File: src/rtl/sample_memory_responder_if.sv
`default_nettype none
// ============================================================================
// Module : sample_memory_responder_if
// Brief  : Bus bundle between the transform engine's control FSM and the
//          sample memory responder. It carries the streaming load port, the
//          Clear request, and the read request/response signals.
//          master : control/load side (drives requests and samples)
//          slave  : memory responder (drives ready/status/read data)
// Rev    : 1.0  initial release
// ============================================================================
interface sample_memory_responder_if #(
  parameter int DATA_WIDTH = 8,
  parameter int ADDR_WIDTH = 6
);
  logic                  Clear;
  logic                  Wr_Valid;
  logic [DATA_WIDTH-1:0] Wr_Data;
  logic                  Wr_Ready;
  logic                  Loaded;
  logic                  Read_Enable;
  logic [ADDR_WIDTH-1:0] Address;
  logic [DATA_WIDTH-1:0] Data_Out;
  logic                  Data_Valid;
  logic                  Read_Error;
  logic [ADDR_WIDTH:0]   Read_Count;

  modport master (
    output Clear, Wr_Valid, Wr_Data, Read_Enable, Address,
    input  Wr_Ready, Loaded, Data_Out, Data_Valid, Read_Error, Read_Count
  );

  modport slave (
    input  Clear, Wr_Valid, Wr_Data, Read_Enable, Address,
    output Wr_Ready, Loaded, Data_Out, Data_Valid, Read_Error, Read_Count
  );
endinterface
`default_nettype wire

File: src/rtl/sample_memory_responder.sv
`default_nettype none
// ============================================================================
// Module : sample_memory_responder
// Brief  : 64-entry sample buffer for the 8x8 transform engine. A streaming
//          load port fills it in raster order ({u,v} addressing); once every
//          entry has been written, read requests are answered with one
//          registered word exactly one cycle later.
// Ports  : Clock - rising-edge clock
//          Reset - asynchronous, active-high
//          bus   - slave side of sample_memory_responder_if
//                  (Clear, load port, read request and response, status)
// Rev    : 1.0  initial release
// ============================================================================
module sample_memory_responder #(
  parameter int DATA_WIDTH = 8,
  parameter int ADDR_WIDTH = 6
) (
  input  logic                        Clock,
  input  logic                        Reset,
  sample_memory_responder_if.slave    bus
);

  localparam int DEPTH = 2 ** ADDR_WIDTH;
  localparam logic [ADDR_WIDTH:0] C_COUNT_MAX = (ADDR_WIDTH + 1)'(DEPTH);

  typedef enum logic [0:0] {
    LOADING = 1'b0,
    SERVING = 1'b1
  } state_e;

  state_e                state_q, state_d;
  logic [ADDR_WIDTH-1:0] wr_ptr_q, wr_ptr_d;
  logic [DATA_WIDTH-1:0] data_out_q, data_out_d;
  logic                  data_valid_q, data_valid_d;
  logic                  read_error_q, read_error_d;
  logic [ADDR_WIDTH:0]   read_count_q, read_count_d;
  logic                  wr_fire;
  logic                  loaded;

  // Sample storage; intentionally not reset.
  logic [DATA_WIDTH-1:0] mem_q [DEPTH];

  assign loaded = (state_q == SERVING);

  // A write handshake coinciding with Clear is dropped.
  assign wr_fire = bus.Wr_Valid && (state_q == LOADING) && !bus.Clear;

  always_comb begin
    state_d      = state_q;
    wr_ptr_d     = wr_ptr_q;
    data_out_d   = data_out_q;
    data_valid_d = 1'b0;
    read_error_d = 1'b0;
    read_count_d = read_count_q;

    case (state_q)
      LOADING: begin
        if (wr_fire) begin
          // Pointer wraps to 0 naturally on the final write.
          wr_ptr_d = wr_ptr_q + 1'b1;
          if (&wr_ptr_q) begin
            state_d = SERVING;
          end
        end
      end
      SERVING: begin
        state_d = SERVING;
      end
      default: begin
        state_d = LOADING;
      end
    endcase

    // Reads look at the status before this edge, so a read issued with the
    // final load write is still rejected.
    if (bus.Read_Enable) begin
      if (loaded) begin
        data_out_d   = mem_q[bus.Address];
        data_valid_d = 1'b1;
        if (read_count_q != C_COUNT_MAX) begin
          read_count_d = read_count_q + 1'b1;
        end
      end else begin
        data_out_d   = '0;
        read_error_d = 1'b1;
      end
    end

    // Clear restarts loading but does not cancel a read serviced this cycle.
    if (bus.Clear) begin
      state_d      = LOADING;
      wr_ptr_d     = '0;
      read_count_d = '0;
    end
  end

  always_ff @(posedge Clock or posedge Reset) begin
    if (Reset) begin
      state_q      <= LOADING;
      wr_ptr_q     <= '0;
      data_out_q   <= '0;
      data_valid_q <= 1'b0;
      read_error_q <= 1'b0;
      read_count_q <= '0;
    end else begin
      state_q      <= state_d;
      wr_ptr_q     <= wr_ptr_d;
      data_out_q   <= data_out_d;
      data_valid_q <= data_valid_d;
      read_error_q <= read_error_d;
      read_count_q <= read_count_d;
    end
  end

  always_ff @(posedge Clock) begin
    if (wr_fire) begin
      mem_q[wr_ptr_q] <= bus.Wr_Data;
    end
  end

  assign bus.Wr_Ready   = (state_q == LOADING);
  assign bus.Loaded     = loaded;
  assign bus.Data_Out   = data_out_q;
  assign bus.Data_Valid = data_valid_q;
  assign bus.Read_Error = read_error_q;
  assign bus.Read_Count = read_count_q;

endmodule
`default_nettype wire

File: src/flat_wrapper.sv
// flat-port wrapper written by rule: the top's interface ports become plain ports
module sample_memory_responder_flat 
#(
  parameter int DATA_WIDTH = 8,
  parameter int ADDR_WIDTH = 6
)
  (Clock, Reset, bus_Clear, bus_Wr_Valid, bus_Wr_Data, bus_Read_Enable, bus_Address, bus_Wr_Ready, bus_Loaded, bus_Data_Out, bus_Data_Valid, bus_Read_Error, bus_Read_Count);
  sample_memory_responder_if #(.DATA_WIDTH(DATA_WIDTH), .ADDR_WIDTH(ADDR_WIDTH)) bus_i ();
  input  logic Clock;
  input  logic Reset;
  input wire logic [$bits(bus_i.Clear)-1:0] bus_Clear;
  input wire logic [$bits(bus_i.Wr_Valid)-1:0] bus_Wr_Valid;
  input wire logic [$bits(bus_i.Wr_Data)-1:0] bus_Wr_Data;
  input wire logic [$bits(bus_i.Read_Enable)-1:0] bus_Read_Enable;
  input wire logic [$bits(bus_i.Address)-1:0] bus_Address;
  output wire logic [$bits(bus_i.Wr_Ready)-1:0] bus_Wr_Ready;
  output wire logic [$bits(bus_i.Loaded)-1:0] bus_Loaded;
  output wire logic [$bits(bus_i.Data_Out)-1:0] bus_Data_Out;
  output wire logic [$bits(bus_i.Data_Valid)-1:0] bus_Data_Valid;
  output wire logic [$bits(bus_i.Read_Error)-1:0] bus_Read_Error;
  output wire logic [$bits(bus_i.Read_Count)-1:0] bus_Read_Count;
  assign bus_i.Clear = bus_Clear;
  assign bus_i.Wr_Valid = bus_Wr_Valid;
  assign bus_i.Wr_Data = bus_Wr_Data;
  assign bus_i.Read_Enable = bus_Read_Enable;
  assign bus_i.Address = bus_Address;
  assign bus_Wr_Ready = bus_i.Wr_Ready;
  assign bus_Loaded = bus_i.Loaded;
  assign bus_Data_Out = bus_i.Data_Out;
  assign bus_Data_Valid = bus_i.Data_Valid;
  assign bus_Read_Error = bus_i.Read_Error;
  assign bus_Read_Count = bus_i.Read_Count;
  sample_memory_responder #(.DATA_WIDTH(DATA_WIDTH), .ADDR_WIDTH(ADDR_WIDTH)) u_core (.Clock(Clock), .Reset(Reset), .bus(bus_i));
endmodule
File: config.mk
export PLATFORM = sky130hd
export DESIGN_NAME = sample_memory_responder_flat
export DESIGN_NICKNAME = d
export VERILOG_FILES = /design/src/rtl/sample_memory_responder_if.sv /design/src/rtl/sample_memory_responder.sv /design/src/flat_wrapper.sv
export SDC_FILE = /design/constraint.sdc
export NUM_CORES = 1
export LEC_CHECK = 0
export CAP_MARGIN = 30
export CORE_ASPECT_RATIO = 0.9
export CORE_UTILIZATION = 55
export DETAILED_ROUTE_END_ITERATION = 16
export PLACE_DENSITY = 0.72
export SETUP_SLACK_MARGIN = 0.2
export SLEW_MARGIN = 20
export SYNTH_ARGS = -nofsm -noshare
export SYNTH_HDL_FRONTEND = slang
export SYNTH_SLANG_ARGS = --single-unit
File: constraint.sdc
create_clock -name Clock -period 5.45 [get_ports Clock]
set_input_delay 1.3625 -clock Clock [delete_from_list [all_inputs] [get_ports Clock]]
set_output_delay 1.3625 -clock Clock [all_outputs]
set_load 0.05 [all_outputs]
After elaboration in Yosys (flattened, before gate mapping)

Memory sizes are Yosys's and may differ from the RTL's.
Index checks and enable logic that the tools add are counted.

Register bits after elaboration: 24
Latch bits: 0
RAM bits: 512
Bits in read-only memories: 0
Bits of input ports: 19
Output and inout port bits: 19
Word-level logic and storage cells: 40
Memories: 1

Memory list:

| memory       | words | width | read ports | clocked after memory_dff | write ports | line                          | text |
|---|---|---|---|---|---|---|---|
| u_core.mem_q | 64    | 8     | 1          | 0                        | 1           | sample_memory_responder.sv:41 | `logic [DATA_WIDTH-1:0] mem_q [DEPTH];` |

Add/sub/neg operators: 2
Multipliers: 0
Div/mod/pow operators: 0
Magnitude comparators: 0
Equal/unequal tests: 2
Shift-type cells: 0
Multiplexer cells: 18
Bitwise logic cells: 1
Reductions and logical operators: 10

Operators with widths:

| kind                                                           | number |
|---|---|
| 7-bit 2-to-1 mux                                               | 4 |
| 6-bit 2-to-1 mux                                               | 3 |
| 1-bit 2-to-1 mux                                               | 9 |
| 8-bit 2-to-1 mux                                               | 1 |
| 2-bit nonzero test                                             | 4 |
| 7-bit by 1-bit adder with 7-bit output (second input constant) | 1 |
| 7-bit inequality test (second input constant)                  | 1 |
| 6-bit by 1-bit adder with 6-bit output (second input constant) | 1 |
| 6-bit AND reduction                                            | 1 |
| 3-bit AND reduction                                            | 1 |
| 1-bit logical AND                                              | 2 |
| 2-bit inequality test (second input constant)                  | 1 |
| 1-bit case mux with 2 select lines                             | 1 |
| 2-bit AND reduction                                            | 1 |
| 1-bit logical NOT                                              | 1 |
| 1-bit inverter                                                 | 1 |

Longest topological paths before layout

Gate-level depths: netlist of the first run.

Word-level depth: 6
Depth in mapped cells: 9
Mapped depth without buffers: 6

Worst setup path after synthesis of the first run

OpenSTA, ideal clock, no wires.

Path type: input port to flip-flop
Start point: input bus_Address[1]
End point: register u_core.data_out_q[0], in the netlist u_core.bus.Data_Out[0]
Library setup time: 0.127 ns
Arrival time: 2.787 ns
Path slack: 2.536 ns
Stages: 8
Path through: buf_6 -> buf_6 -> buf_4 -> mux4_2 -> mux2i_1 -> nand2_1 -> a41oi_1 -> o21ai_1

Cells in the longest elaborated chain, start to end: 2

RTL lines:

| element              | line                           | text |
|---|---|---|
| start, declared      | flat_wrapper.sv:15             | `input wire logic [$bits(bus_i.Address)-1:0] bus_Address;` |
| memory 64 x 8 bit    | --                             |  |
| 8-bit 2-to-1 mux     | sample_memory_responder.sv:77  | `if (loaded) begin` |
| end signal, assigned | sample_memory_responder.sv:108 | `data_out_q <= data_out_d;` |
| end, declared        | sample_memory_responder.sv:33  | `logic [DATA_WIDTH-1:0] data_out_q, data_out_d;` |

No other way between the ends.
A chain may end at the register's enable or synchronous reset.

Worst setup path in the final report of the first run

Start point: input bus_Wr_Valid
End point: memory u_core.mem_q[31][7], enable pin

Cells in the longest elaborated chain, start to end: 4

RTL lines:

| element                                | line                           | text |
|---|---|---|
| start, declared                        | flat_wrapper.sv:12             | `input wire logic [$bits(bus_i.Wr_Valid)-1:0] bus_Wr_Valid;` |
| 1-bit logical AND (2 in a row)         | sample_memory_responder.sv:46  | `assign wr_fire = bus.Wr_Valid && (state_q == LOADING) && !bus.Clear;` |
| 1-bit 2-to-1 mux                       | sample_memory_responder.sv:116 | `if (wr_fire) begin` |
| 1-bit 2-to-1 mux (not written as such) | sample_memory_responder.sv:117 | `mem_q[wr_ptr_q] <= bus.Wr_Data;` |
| end, declared                          | sample_memory_responder.sv:41  |  |

No other way between the ends.

==> results of run 1 <==
-- layout make-up --
cell class,count,area (um^2)
sequential,536,15980
fill,2487,13820
multi-input combinational,437,4726
clock buffer,76,1515
tap,483,604.3
timing repair buffer,59,539.3
clock inverter,23,275.3
inverter,5,18.77
-- power breakdown --
group | internal [mW] | switching, mW | leakage, nW
clock | 2.22 | 1.49 | 0.877
combinational | 0.138 | 0.230 | 1.89
sequential | 4.52 | 0.00532 | 4.93
total | 6.87 | 1.73 | 7.70
-- sequential cells by signal (all words and copies together) (netlist names) --
name,count
u_core.mem_q,512
u_core.bus.Data_Out,8
u_core.bus.Read_Count,7
u_core.wr_ptr_q,6
u_core.bus.Data_Valid,1
u_core.bus.Loaded,1
u_core.bus.Read_Error,1
-- cells by family after synthesis --
family                   count (synthesis)  share of synthesized area
flip-flops                             536                     0.7591
multiplexers                           194                     0.1643
AND/OR/NAND/NOR                        178                    0.03722
buffers and inverters                   60                    0.01629
AO/OA/AOI/OAI                           52                    0.01712
XOR/XNOR                                10                   0.004162
adder cells (fa/ha/maj)                  3                   0.001784
-- worst max-delay path: stages --
cell and delay [ps]:
clkdlybuf4s50_1 520, nand2_1 130, nor3b_1 540, nand3_1 660, nor2_1 770
-- Yosys cell counts, drive strengths merged (2+ instances only) --
cell,number,area [um^2]
or3,2,12.51
nand3,8,40.04
nand2b,3,18.77
buf,32,237.7
a21oi,3,15.01
ha,3,37.54
mux2i,75,750.7
inv,5,18.77
nand4,8,50.05
and2,2,12.51
nor2,85,319.1
edfxtp,512,15370
nand3b,2,15.01
xnor2,5,43.79
a22oi,11,82.58
clkbuf,23,86.33
nor2b,13,81.33
nand2,45,168.9
o21ai,18,90.09
mux4,119,2706
and3,5,31.28
a41oi,5,43.79
a22o,14,122.6
dfrtp,24,600.6
xor2,5,43.79
-- metrics by stage --
stage	utilization	cell area (um^2)	total power, mW	hold slack, ps
finish	0.6312	23650	8.601	590.8
floorplan	-	21040	4.824	568.5
global placement	0.5825	21830	4.973	583.6
global route	0.6312	23650	8.810	613.4
CTS	0.6305	23630	8.646	610.5
detailed placement	0.5827	21840	4.980	591.1
-- routing by layer --
| metal | global-route usage | up-vias | wire [um] |
|---|---|---|---|
| met3 | 0.03952 | 76 | 3309 |
| li1 | - | 4317 | - |
| met2 | 0.3702 | 454 | 21670 |
| met1 | 0.3644 | 5368 | 19760 |
| met4 | 0.06211 | 0 | 1017 |
| met5 | 0 | - | 0 |
-- worst paths after layout --
check,slack (ps),cells after the start,to
min,590,2,u_core.bus.Data_Out[3]
max reg2reg,2340,5,u_core.mem_q[31][7]
min in group asynchronous,1030,2,u_core.bus.Read_Count[4]
max,1660,5,u_core.mem_q[31][7]
min reg2reg,590,2,u_core.bus.Data_Out[3]
max in group asynchronous,4030,3,u_core.bus.Data_Out[4]
==> results.cfg, run 1 <==
[die]
dieArea_mm2 = 0.03905
rows = 67
core_area_mm2 = 0.03747
dieHeight_um = 187.6
initial_utilization = 0.5616
ioPinCount = 38
die_x_um = 208.2

[worst_setup_path]
critical_path_class = input port to register
required_ps = 5650
end_kind = register
cp_data_arrival_time_ps = 3990
cp-start-kind = input port
critPathLaunch = bus_Wr_Valid
crit_fanout = 8
r2r_start = u_core.bus.Loaded

[routing]
wirelength_mm = 45.75
vias = 10215
drt_first_pass_iters = 5
ant_nets = 0
drt-initial-drc-count = 1162
drt_drc_violations_left = 0
via_per_inst = 6.309
post_drt_wl_per_cell_um = 28.26

[yosys]
synth_cell_types = 37
syn_area_mm2 = 0.02104
async_flop_share = 0.04478
ys_ff_latch = 536
synth_flop_cell = edfxtp_1
avgSynthCellArea_um2 = 20.37
synthesis.nets = 1055
ys.warnings.count = 0
netlist_instances = 1033
synth_edf_count = 512
ys_seq_area_frac = 0.7591

[finish]
final_cell_mix = edfxtp_1 (512), mux4_2 (112), nor2_1 (85), mux2i_1 (75), clkbuf_16 (55)
drive_above_1_share = 0.1989
area_growth_pct = 12.40
layout_commonest_cell = edfxtp_1
finalNonFillerCells = 1619
nNetsFinal = 1114
num_antenna_cells = 0

[placement]
dp_hpwl_mm = 27.79
placed_cells = 1519
io_buffer_count = 37
pre_cts_ws_ps = 1262
place.gp.congestion = 0.8082

[clock_tree]
cts_inserted_buffers = 53
clock_path_buffers = 3
cts_htree_levels = 2
ctsResizeCount = 0
cts_sinks = 536
cts.clk_slew.worst_paths_ps = 60
root_buffer = clkbuf_16
hold_buffers = 0
postCtsSetupRepairBufs = 0
cts_tree = done
clock_latency_ps = 570

[sta]
hold_viol = 0
drv_slew = 0
relSlewSlack = 0.3826
worst_slack_ps = 1663
fin_worst_skew_ps = 19.01
post-route-min-period_ps = 3787
max_freq_ghz = 0.2640
worst_slew_pin_slew_ps = 926.1
grt_setup_unrepaired = no
fin_crit_sh = 0.6949
finalSetupViolCount = 0
tns_ps = 0

[min_path]
hp-start = u_core.bus.Data_Out[3]
min_path_type = register to register

[grt]
grt_first_pass_wirelength_mm = 67.81
antenna_found_initial = 0
track_usage = 0.2405
grt_overflow = 0
grt_pass1_vias = 10201
grt_max_degree = 65

[run_status]
status = finished clean

[run]
maxCapViolCount = 0

[power_and_ir_drop]
leakagePower_nw = 7.700
p_per_area_mw_per_mm2 = 363.6
ir_worst_vdd_uv = 292.3
No activity file was read; power rests on OpenSTA's default activity.
==> inputs of run 2 (changes only) <==
==> constraint.sdc (replaced) <==
create_clock -name Clock -period 4 [get_ports Clock]
set_input_delay 1 -clock Clock [delete_from_list [all_inputs] [get_ports Clock]]
set_output_delay 1 -clock Clock [all_outputs]
set_load 0.05 [all_outputs]
==> run 2 against run 1 <==
  * Largest power group unchanged
  * Critical path depth fell by 3
  * Die area unchanged
  * Hold slack better by 5.5 ps
  * Clock skew fell by 6.4 ps
  * Largest cell class unchanged
==> results.cfg, run 2 (synthesized netlist as in run 1, its figures left out) <==
[routing]
via_per_inst = 6.126
vias = 10323
post_drt_wl_per_cell_um = 26.69
drt_first_pass_iters = 5
drt_drc_violations_left = 0
ant_nets = 0
drt-initial-drc-count = 1122
wirelength_mm = 44.98

[placement]
dp_hpwl_mm = 27.94
io_buffer_count = 37
place.gp.congestion = 0.8147

[clock_tree]
hold_buffers = 0
cts_htree_levels = 2
cts.clk_slew.worst_paths_ps = 70
ctsResizeCount = 0
cts_sinks = 536
cts_inserted_buffers = 51
clock_latency_ps = 570
cts_tree = done
root_buffer = clkbuf_16
postCtsSetupRepairBufs = 0
clock_path_buffers = 3

[grt]
grt_first_pass_wirelength_mm = 67.48
antenna_found_initial = 0
grt_overflow = 0
track_usage = 0.2379
grt_max_degree = 65
grt_pass1_vias = 10402

[power_and_ir_drop]
leakagePower_nw = 7.975
p_per_area_mw_per_mm2 = 465.8
ir_worst_vdd_uv = 338.4

[worst_setup_path]
crit_chain = inv_1 -> clkdlybuf4s50_1
cp_top_family = buffers and inverters
cp_num_buf_inv = 2
required_ps = 3000
max_stage_delay_ps = 810
cp-start-kind = register
end_kind = output pin
critical_path_class = register to output pin
crit_fanout = 8
cp_data_arrival_time_ps = 2000
cp_slowest_cell = clkdlybuf4s50_1

[sta]
fin_crit_sh = 0.7506
drv_slew = 0
worst_slew_pin_slew_ps = 954.3
grt_setup_unrepaired = no
tns_ps = 0
post-route-min-period_ps = 3002
hold_viol = 0
fin_worst_skew_ps = 12.61
relSlewSlack = 0.3638
worst_hold_slack_ps = 596.3
max_freq_ghz = 0.3331
finalSetupViolCount = 0

[die]
initial_utilization = 0.5616
ioPinCount = 38
rows = 67
dieArea_mm2 = 0.03905
core_area_mm2 = 0.03747
dieHeight_um = 187.6
die_x_um = 208.2

[run]
maxCapViolCount = 0

[finish]
largest_register = u_core.mem_q
drive_above_1_share = 0.2354
regArea_mm2 = 0.01598
num_antenna_cells = 0
nNetsFinal = 1184
area_growth_pct = 13.92
final_cell_mix = edfxtp_1 (512), mux4_2 (112), buf_4 (90), nor2_1 (85), mux2i_1 (75)
final_core_util = 0.6398
layout_commonest_cell = edfxtp_1
largest_reg_flops = 512
multiInputGateArea_mm2 = 0.004726
fillers = 2504

[min_path]
min_path_type = register to register

[run_status]
status = finished clean
## run 2: area by class of cell
cell class,instances,area share
Timing Repair Buffer,131,0.04629
Sequential cell,536,0.6664
Tap cell,483,0.02521
Multi-Input combinational cell,437,0.1971
Clock inverter,22,0.006054
Inverter,5,0.0007829
Clock buffer,71,0.05814
## run 2: layer usage
layer / up-vias / GRT usage / part of all wire
met1: 5390 / 0.3385 / 0.42
li1: 4451 / - / -
met2: 388 / 0.3755 / 0.48
met5: - / 0 / 0
met4: 0 / 0.08034 / 0.031
met3: 94 / 0.04539 / 0.069
## run 2: metrics by stage
stage	setup slack (ps)	total power [mW]	area, um^2	std cells
2_1_floorplan	1423	6.573	21040	1033
3_3_place_gp	636.9	6.784	22430	1592
3_5_place_dp	563.8	6.793	22430	1592
4_1_cts	987.9	11.23	23970	1685
5_1_grt	889.4	11.47	23970	1685
6_report	997.8	11.17	23970	1685
## run 2: worst paths after layout
path	startpoint	endpoint	slack, ps	cells after the start
setup / recovery	u_core.bus.Loaded	bus_Wr_Ready	1000	2
min in group asynchronous	Reset	u_core.bus.Data_Out[2]	840	2
setup reg to reg	u_core.bus.Loaded	u_core.mem_q[61][1]	1400	5
hold / removal	u_core.bus.Data_Out[2]	u_core.bus.Data_Out[2]	600	2
max in group asynchronous	Reset	u_core.bus.Read_Error	2770	2
hold reg to reg	u_core.bus.Data_Out[2]	u_core.bus.Data_Out[2]	600	2
## run 2: power breakdown
group          leakage (nW)  internal, mW  switching [mW]
combinational          2.29         0.197           0.310
sequential             4.93          6.16         0.00562
clock                 0.753          2.55            1.95
## run 2: worst min-delay path, cell delays in order, from the launching register on
cell and delay [ps]:
dfrtp_1 410, nand2b_1 80, nand3_1 70
==> inputs of run 3 (changes only) <==
==> constraint.sdc (replaced) <==
create_clock -name Clock -period 3.1 [get_ports Clock]
set_input_delay 0.775 -clock Clock [delete_from_list [all_inputs] [get_ports Clock]]
set_output_delay 0.775 -clock Clock [all_outputs]
set_load 0.05 [all_outputs]
==> run 3 against run 2 <==
  * Global-route usage grew 0.74 points
  * Non-clock buffer count grew 26
  * Critical endpoint unchanged
  * Register-to-register slack lost 820 ps
==> results.cfg, run 3 (synthesized netlist as in run 1, its figures left out) <==
[routing]
post_drt_wl_per_cell_um = 27.31
drt_first_pass_iters = 5
vias = 10585
drt-initial-drc-count = 1281
wirelength_mm = 46.59
drt_drc_violations_left = 0
ant_nets = 0
via_per_inst = 6.205

[die]
ioPinCount = 38
dieArea_mm2 = 0.03905
dieHeight_um = 187.6
rows = 67
die_x_um = 208.2
core_area_mm2 = 0.03747
initial_utilization = 0.5616

[grt]
antenna_found_initial = 0
grt_pass1_vias = 10817
grt_overflow = 0
track_usage = 0.2452
grt_first_pass_wirelength_mm = 69.43
grt_max_degree = 65

[finish]
fillers = 2403
num_antenna_cells = 0
nNetsFinal = 1209
area_growth_pct = 16.12
layout_commonest_cell = edfxtp_1
largest_register = u_core.mem_q
drive_above_1_share = 0.2600
fin_area_mm2 = 0.02444
final_cell_mix = edfxtp_1 (512), mux4_2 (112), buf_4 (109), nor2_1 (85), mux2i_1 (75)
largest_reg_flops = 512

[sta]
hold_viol = 0
drv_slew = 0
relSlewSlack = 0.4062
max_freq_ghz = 0.3524
fin_crit_sh = 0.9154
finalSetupViolCount = 0
grt_setup_unrepaired = no
post-route-min-period_ps = 2838
fin_worst_skew_ps = 11.79
worst_slew_pin_slew_ps = 890.7
tns_ps = 0

[power_and_ir_drop]
p_int_mw = 12.06
power_switching_mw = 2.944
sequentialPowerShare = 0.530
p_per_area_mw_per_mm2 = 614.2
ir_worst_vdd_uv = 657.9
power_frac_comb = 0.047
switching_share = 0.1962
leakagePower_nw = 8.212
clock_power_share = 0.424

[worst_setup_path]
critical_path_class = register to output pin
regToRegSetupSlack_ps = 580
reg2regPathDepth = 6
critPathLaunch = u_core.bus.Loaded
endpoint = bus_Wr_Ready
timing.rr.end = u_core.mem_q[41][5]
end_kind = output pin
cp_data_arrival_time_ps = 2060
required_ps = 2320
r2r_start = u_core.bus.Loaded
cp-start-kind = register
crit_fanout = 8

[run]
maxCapViolCount = 0

[clock_tree]
cts_sinks = 536
cts_tree = done
clock_latency_ps = 560
root_buffer = clkbuf_16
cts_htree_levels = 2
cts.clk_slew.worst_paths_ps = 60
cts_inserted_buffers = 50
clock_path_buffers = 3
postCtsSetupRepairBufs = 0
hold_buffers = 0
ctsResizeCount = 0

[placement]
place.gp.congestion = 0.8664
dp_hpwl_mm = 30.12
detailed_place.area_mm2 = 0.02272
io_buffer_count = 37

[run_status]
status = finished clean

[min_path]
min_path_type = input port to async pin
[run 3: changes by cell type in the layout (fill, tap and decap cells not counted)]
cell	change
buf_12	+7
buf_4	+19
bufinv_16	+6
clkbuf_1	-9
clkbuf_8	+3
clkinv_1	-6
clkinv_2	-3
clkinvlp_4	+4
inv_1	+1
inv_2	-1
[run 3: through the flow]
| step | hold WS [ps] | setup slack [ps] | utilization | total power [mW] | std cells |
|---|---|---|---|---|---|
| after floorplan | 568.5 | 523.2 | - | 8.481 | 1033 |
| after global placement | 573.5 | 94.87 | 0.6062 | 8.794 | 1618 |
| after detailed placement | 600.3 | 16.09 | 0.6062 | 8.808 | 1618 |
| after CTS | 563.4 | 259.9 | 0.6521 | 15.09 | 1706 |
| after global routing | 605.5 | 229.4 | 0.6521 | 15.38 | 1706 |
| final | 574.3 | 262.3 | 0.6521 | 15.01 | 1706 |
[run 3: per-layer routing]
| layer | up-vias | part of all wire | global-route usage |
|---|---|---|---|
| met5 | - | 0 | 0 |
| met3 | 71 | 0.071 | 0.04086 |
| met4 | 0 | 0.025 | 0.06980 |
| met2 | 477 | 0.48 | 0.3838 |
| li1 | 4501 | - | - |
| met1 | 5536 | 0.43 | 0.3620 |
[run 3: cell type report]
class	instances	area [um^2]	share of cell area
multi-input combinational	437	4726	0.1934
sequential	536	15980	0.6538
timing repair buffer	157	1393	0.05699
tap	483	604.3	0.02473
clock inverter	23	317.8	0.01301
clock buffer	65	1401	0.05735
inverter	5	18.77	0.0007681
[run 3: power by group through the flow]
| stage | sequential, mW | clock (mW) | combinational, mW |
|---|---|---|---|
| after global placement | 8.10 | 0 | 0.690 |
| after floorplan | 8.10 | 0 | 0.376 |
| after global routing | 7.95 | 6.70 | 0.739 |
| after CTS | 7.95 | 6.43 | 0.704 |
| after detailed placement | 8.10 | 0 | 0.704 |
| final | 7.95 | 6.36 | 0.698 |
[run 3: worst max-delay path, stage by stage, from the launching register on]
cell             delay, ps
dfrtp_1                520
inv_1                  160
clkdlybuf4s50_1        820
[run 3: worst min-delay path by stage]
stage	endpoint	depth (start not counted)
floorplan	u_core.wr_ptr_q[0]	2
global placement	u_core.bus.Read_Count[6]	2
detailed placement	u_core.bus.Data_Out[3]	2
CTS	u_core.bus.Read_Count[4]	3
global route	u_core.bus.Read_Count[4]	3
finish	u_core.bus.Data_Valid	3
